### config.mk
export PLATFORM = sky130hd
export DESIGN_NAME = data_mem_arbiter
export DESIGN_NICKNAME = d
export VERILOG_FILES = /design/src/rtl/data_mem_arbiter.sv
export SDC_FILE = /design/constraint.sdc
export NUM_CORES = 1
export LEC_CHECK = 0
export BUFFER_PORTS_ARGS = -buffer_cell sky130_fd_sc_hd__buf_2
export CELL_PAD_IN_SITES_DETAIL_PLACEMENT = 0
export CELL_PAD_IN_SITES_GLOBAL_PLACEMENT = 1
export CORE_UTILIZATION = 29
export CTS_CLUSTER_DIAMETER = 60
export DETAILED_ROUTE_END_ITERATION = 12
export HOLD_SLACK_MARGIN = 0.05
export PLACE_DENSITY_LB_ADDON = 0.1
export RECOVER_POWER = 50
export SLEW_MARGIN = 10
export SYNTH_ARGS = -nofsm -noshare
export SYNTH_HDL_FRONTEND = slang
export SYNTH_SLANG_ARGS = --single-unit
### constraint.sdc
create_clock -name clk -period 2 [get_ports clk]
set_input_delay 0 -clock clk [delete_from_list [all_inputs] [get_ports clk]]
set_output_delay 0 -clock clk [all_outputs]
set_load 0.02 [all_outputs]
### src/rtl/data_mem_arbiter.sv
// data_mem_arbiter: two-port burst-bounded arbiter for the single-port data_memory (optional ARB_ROUND_ROBIN_EN)
module data_mem_arbiter #(
  parameter int ADDR_W    = 16,
  parameter int DATA_W    = 16,
  parameter int MAX_BURST = 4
) (
  input  logic              clk,
  input  logic              rst_n,
  input  logic              req0,
  input  logic              we0,
  input  logic [ADDR_W-1:0] addr0,
  input  logic [DATA_W-1:0] wdata0,
  input  logic              req1,
  input  logic              we1,
  input  logic [ADDR_W-1:0] addr1,
  input  logic [DATA_W-1:0] wdata1,
  output logic              ack0,
  output logic              ack1,
  output logic [DATA_W-1:0] rdata0,
  output logic [DATA_W-1:0] rdata1,
  output logic              rvalid0,
  output logic              rvalid1,
  output logic [ADDR_W-1:0] mem_address,
  output logic [DATA_W-1:0] mem_write_data,
  output logic              mem_read,
  output logic              mem_write,
  input  logic [DATA_W-1:0] mem_read_data
);
  typedef enum logic [1:0] {IDLE, OWN0, OWN1} state_t;
  localparam logic [7:0] LIM = 8'(MAX_BURST - 1);
  state_t state, state_nx;
  logic [7:0] beats, beats_nx;
  logic last, last_nx;
  logic tie1, pre0;
`ifdef ARB_ROUND_ROBIN_EN
  assign tie1 = ~last;
  assign pre0 = 1'b1;
`else
  assign tie1 = 1'b0;
  assign pre0 = 1'b0;
`endif
  // state, burst counter and last-grant registers
  always_ff @(posedge clk or negedge rst_n)
    if (!rst_n) begin
      state <= IDLE;
      beats <= '0;
      last  <= 1'b1;
    end else begin
      state <= state_nx;
      beats <= beats_nx;
      last  <= last_nx;
    end
  // next owner: bounded bursts while the other port waits, direct handover
  always_comb begin
    state_nx = state;
    beats_nx = beats;
    last_nx  = last;
    case (state)
      IDLE: state_nx = (req0 & ~(req1 & tie1)) ? OWN0 : req1 ? OWN1 : IDLE;
      OWN0:
        if (!req0) state_nx = req1 ? OWN1 : IDLE;
        else if (req1 & pre0) begin
          if (beats == LIM) state_nx = OWN1;
          else beats_nx = beats + 8'd1;
        end else beats_nx = '0;
      OWN1:
        if (!req1) state_nx = req0 ? OWN0 : IDLE;
        else if (req0) begin
          if (beats == LIM) state_nx = OWN0;
          else beats_nx = beats + 8'd1;
        end else beats_nx = '0;
      default: state_nx = IDLE;
    endcase
    if (state_nx != state) begin
      beats_nx = '0;
      last_nx  = (state_nx == OWN0) ? 1'b0 : (state_nx == OWN1) ? 1'b1 : last;
    end
  end
  // acks and memory steering follow the current owner combinationally
  always_comb begin
    ack0           = (state == OWN0) & req0;
    ack1           = (state == OWN1) & req1;
    mem_address    = ack0 ? addr0 : ack1 ? addr1 : '0;
    mem_write_data = ack0 ? wdata0 : ack1 ? wdata1 : '0;
    mem_write      = ack0 ? we0 : ack1 ? we1 : 1'b0;
    mem_read       = ack0 ? ~we0 : ack1 ? ~we1 : 1'b0;
  end
  // capture read data at the end of each acked read beat
  always_ff @(posedge clk or negedge rst_n)
    if (!rst_n) begin
      rdata0  <= '0;
      rdata1  <= '0;
      rvalid0 <= 1'b0;
      rvalid1 <= 1'b0;
    end else begin
      rvalid0 <= ack0 & ~we0;
      rvalid1 <= ack1 & ~we1;
      if (ack0 & ~we0) rdata0 <= mem_read_data;
      if (ack1 & ~we1) rdata1 <= mem_read_data;
    end
endmodule

-- After elaboration in Yosys (flattened, before gate mapping)
Index checks and enable logic that the tools add are counted.
- bits in registers: 44
- input bits: 86
- output and inout bits: 70
- word-level logic and storage cells: 45
- add/sub/neg operators: 1
- equal/unequal tests: 7
- mux-type cells: 22
- bitwise operators: 6
- reduce and logical (&&, ||, !) cells: 3
- operator list (cell ; number):
    two-way mux 16 bit ; 4
    two-way mux 8 bit ; 5
    one-hot mux 8 bit (2 select lines) ; 1
    two-way mux 2 bit ; 6
    adder 8 x 1 -> 8 bit (second input constant) ; 1
    equality test 8 x 2 -> 1 bit (second input constant) ; 1
    inequality test 3 bit (second input constant) ; 2
    one-hot mux 2 bit (3 select lines) ; 1
    two-way mux 1 bit ; 5
    AND 1 bit ; 4
    inequality test 4 bit (second input constant) ; 1
    AND reduction 4 bit ; 1
    nonzero test 3 bit ; 1
    equality test 2 x 1 -> 1 bit (second input constant) ; 1
    equality test 2 bit (second input constant) ; 1
    logical NOT 2 bit ; 1
    inequality test 2 bit ; 1
    inverter 1 bit ; 2

-- Longest topological paths before layout
- depth in word-level cells: 8
- depth in mapped cells: 6
- gate-level depth less buffers: 5

-- Worst setup path before layout
Ideal clock, no wire load.
- path kind: register to register
- start point: register beats[0]
- end point: register beats[7]
- setup time: 0.090 ns
- arrival time: 1.672 ns
- data required time: 1.910 ns
- path slack: 0.238 ns
- cell stages (with the launch flop): 6
- buffers on the path: 0
- clock period less this slack: 1.762 ns
- path through: dfrtp_1 -> ha_1 -> nor4b_1 -> a211o_2 -> or4_1 -> o221ai_1
- word-level cells in the longest chain between the ends: 8
- elaborated cells between the ends (all ways): 17
- those cells by class: add/sub (1); eq/ne (5); mux (9); reduce/logical (2)
- RTL lines (item ; line ; text):
    from (decl) ; 32 ; logic [7:0] beats, beats_nx;
    from (signal assigned) ; 50 ; beats <= beats_nx;
    equality test 8 x 2 -> 1 bit ; 69 ; if (beats == LIM) state_nx = OWN0;
    two-way mux 2 bit ; 69 ;
    two-way mux 2 bit ; 68 ; else if (req0) begin
    two-way mux 2 bit ; 67 ; if (!req1) state_nx = req0 ? OWN0 : IDLE;
    one-hot mux 2 bit (3 select lines) ; 58 ; case (state)
    inequality test 2 bit ; 74 ; if (state_nx != state) begin
    inequality test 4 bit (no source line) (tied with other cells) ; -- ;
    AND reduction 4 bit (no source line) ; -- ;
Several ways; a longest one is shown, not always the timed one. The select of a mux whose other input is x is not followed.
A chain may end at the register's enable or synchronous reset.

-- Final worst setup path
- start point: register state[1]
- end point: output mem_read
- word-level cells in the longest chain between the ends: 4
- elaborated cells between the ends (all ways): 6
- those cells by class: eq/ne (2); mux (2); bitwise (2)
- RTL lines (item ; line ; text):
    from (decl) ; 31 ; state_t state, state_nx;
    from (signal assigned) ; 49 ; state <= state_nx;
    equality test 2 bit ; 82 ; ack1 = (state == OWN1) & req1;
    AND 1 bit ; 82 ;
    two-way mux 1 bit ; 86 ; mem_read = ack0 ? ~we0 : ack1 ? ~we1 : 1'b0;
    two-way mux 1 bit (*) ; 86 ;
    to (decl) ; 25 ; output logic mem_read,
Mark *: on every way between the ends. The rest lies on a longest branch, timed or not.

==> summary.txt <==
WS Path Type - flip-flop to output port
synthesized net count - 254
final net count - 432
Final WS setup - 0.145 ns
Yosys top cell by area - dfrtp_1
Synth Area in Compound Gates - 16.7%
RSZ-0062 raised after global routing - no
clock sinks - 44
Worst Hold Class - input port to flip-flop
Pwr Density - 840 mW/mm²
# IOs - 156
WHS Path Cells - 3
Post-synth EDFFs - 0
final-layout fill cell count - 703
Yosys reg bits - 44
clock power share - 21.6%
Yosys warnings - 0
Skew-Pair Late Insertion Delay - 0.30 ns
endpoints failing setup - 0
DIE AREA - 0.00766 mm²
Post-Route Setup TNS - 0 ns
Initial DRC Count - 74
initial antenna violation count - 0
largest family of logic cells by synthesized area - multiplexers
Post-Syn Area - 0.00212 mm²
fin util - 46.9%
Post-Synth Adder-Cell Area - 0.590%
Core Area - 0.00694 mm²
# resized after CTS - 0
All-Layer GR Usage - 15.9%
Max Freq - 539 MHz
Netlist cell types - 33
GPL Wtd Cong - 0.787
Rows - 30
Die H - 87.5 µm
CTS Buf Count - 5
switch share - 35.8%
Final Cycle Share - 92.8%
crit end category - output port
Post-Route WL - 6390 µm
Tightest Pin Transition - 0.785 ns
global-route wire length before repair - 9380 µm
P_int - 1750 µW
mux contribution to synthesized area - 17.9%
vias in the first global route - 1827
share of post-route cells with drive strength above 1 - 50.0%
Root Buffer - clkbuf_8
asr flop ratio synth - 100%
met2 Track Usage GR - 23.0%
met1 usage - 23.4%
HPWL Detailed - 4830 µm
WP data arrival - 1.86 ns
Synth top cells by count - dfrtp_1 (44), a22o_1 (34), mux2_2 (32)
DR DRC count - 0
Comb power frac - 34.9%
gr ovfl total - 0
Max-slew headroom - 47.7%
Static Leak - 0.00162 µW
die width - 87.5 µm
worst r2r src - beats[0]
status - complete, no violations
Clock transition at path regs - 0.09 ns
post-DR vias/cell - 4.48
area of the multi-input gates - 958 µm²
Final Critical Period - 1.86 ns
Max FO, Critical Path - 18
most common cell in the netlist - dfrtp_1
max cap viols - 0
Clock Path Buffers - 2
grt met3 use - 3.77%
Sw Pwr - 979 µW
dpl ws - 0.153 ns
routed length per instance - 14.5 µm
peak supply drop - 0.000294 V
remaining antenna violation count - 0
Syn Inst Count - 167
TritonCTS clock tree - built
final worst clock skew - 0.00651 ns
post-synthesis average cell area - 12.7 µm²
top cell type's share of synthesized area - 51.9%
Post-synth top flop - dfrtp_1
Initial Utilization - 30.6%
min-delay src - we0
hold_buf cts - 19
vias - 1981
FF-to-FF End - beats[7]
Synth Area in Simple Gates - 8.25%
area grow syn2layout - 53.4%
startpoint types - flip-flop
Max Slew Vio Count - 0
H-tree depth - 2
Flop pwr share - 43.5%
Post-Synth XOR/XNOR Area - 1.65%
r2r worst-path depth - 5
largest net degree at the start of global routing - 36
Register Area - 0.00110 mm²
CP required - 2.00 ns
sequential fraction of the synthesis area - 51.9%
hold worst-path end - rvalid0
FF-to-FF setup slack - 0.15 ns
IO Port Bufs - 155
Top Usage Layer GRT - met1
synth top area cells - dfrtp_1 (52%), mux2_2 (17%), a22o_1 (14%), xor2_1 (1.7%), nor2_1 (1.2%)
ant diodes - 0
Final Hold Fails - 0
setup bufs post-CTS - 0
Pre-Repair DR Iteration Count - 4
-- cell usage in the layout, fill, tap and decap left out, types with 3 or more instances in the layout --
cell type	count
mux2_2	32
nand2_1	6
buf_2	120
a22o_1	34
xor2_1	4
nor2_1	7
nand4_1	3
dfrtp_1	44
o21ai_0	3
buf_4	4
dlygate4sd3_1	19
clkbuf_1	36
clkbuf_8	6
-- worst max-delay path by stage --
stage                        start  endpoint
after floorplan           beats[0]  beats[7]
after detailed placement  beats[0]  beats[7]
after global routing      beats[0]  beats[5]
after CTS                 beats[0]  beats[7]
final                     state[1]  mem_read
after global placement    beats[0]  beats[7]
-- cell families (layout without fill, tap and decap cells) --
kind of cell,Yosys count,after routing
XOR/XNOR,4,4
multiplexers,34,34
adder cells (fa/ha/maj),1,1
AND/OR/NAND/NOR,29,29
buffers and inverters,13,192
flip-flops,44,44
AO/OA/AOI/OAI,42,42
-- sequential cells by signal, indices dropped and copies added (netlist names) --
register,cells
rvalid1,1
rvalid0,1
state,2
rdata1,16
rdata0,16
beats,8
-- per-layer routing --
metal | share of wire, % | wire (µm)
met5 | 0 | 0
met3 | 4.9 | 315
met4 | 1.6 | 101
met2 | 46 | 2960
met1 | 47 | 3020
-- cell type report --
cell class | count | area share (%)
Sequential cell | 44 | 33.8
Timing Repair Buffer | 181 | 29.7
Multi-Input combinational cell | 110 | 29.5
Tap cell | 96 | 3.69
Clock buffer | 6 | 2.54
Clock inverter | 2 | 0.461
Inverter | 3 | 0.346
-- per-stage QoR --
stage	hold slack (ns)	instances	power [µW]	instance area [µm²]
finish	0.0923	442	2730	3250
global route	0.115	442	2890	3250
CTS	0.0884	442	2820	3310
detailed placement	-0.0761	415	2200	3020
global placement	-0.0842	415	2190	3020
floorplan	-0.296	167	1790	2120
-- power by group through the flow --
stage               sequential [µW]  clock (µW)  combinational, µW
floorplan                      1460           0                330
global placement               1200           0                990
detailed placement             1200           0                991
CTS                            1190         613               1020
global route                   1220         640               1030
finish                         1190         590                954
-- critical path, cell delays in order, from the launching register on --
cell and delay, ns:
dfrtp_1 0.47, nand3b_2 0.17, nor2_2 0.04, clkbuf_2 0.32, or2_2 0.39, buf_2 0.16
(Power assumes the default switching activity.)
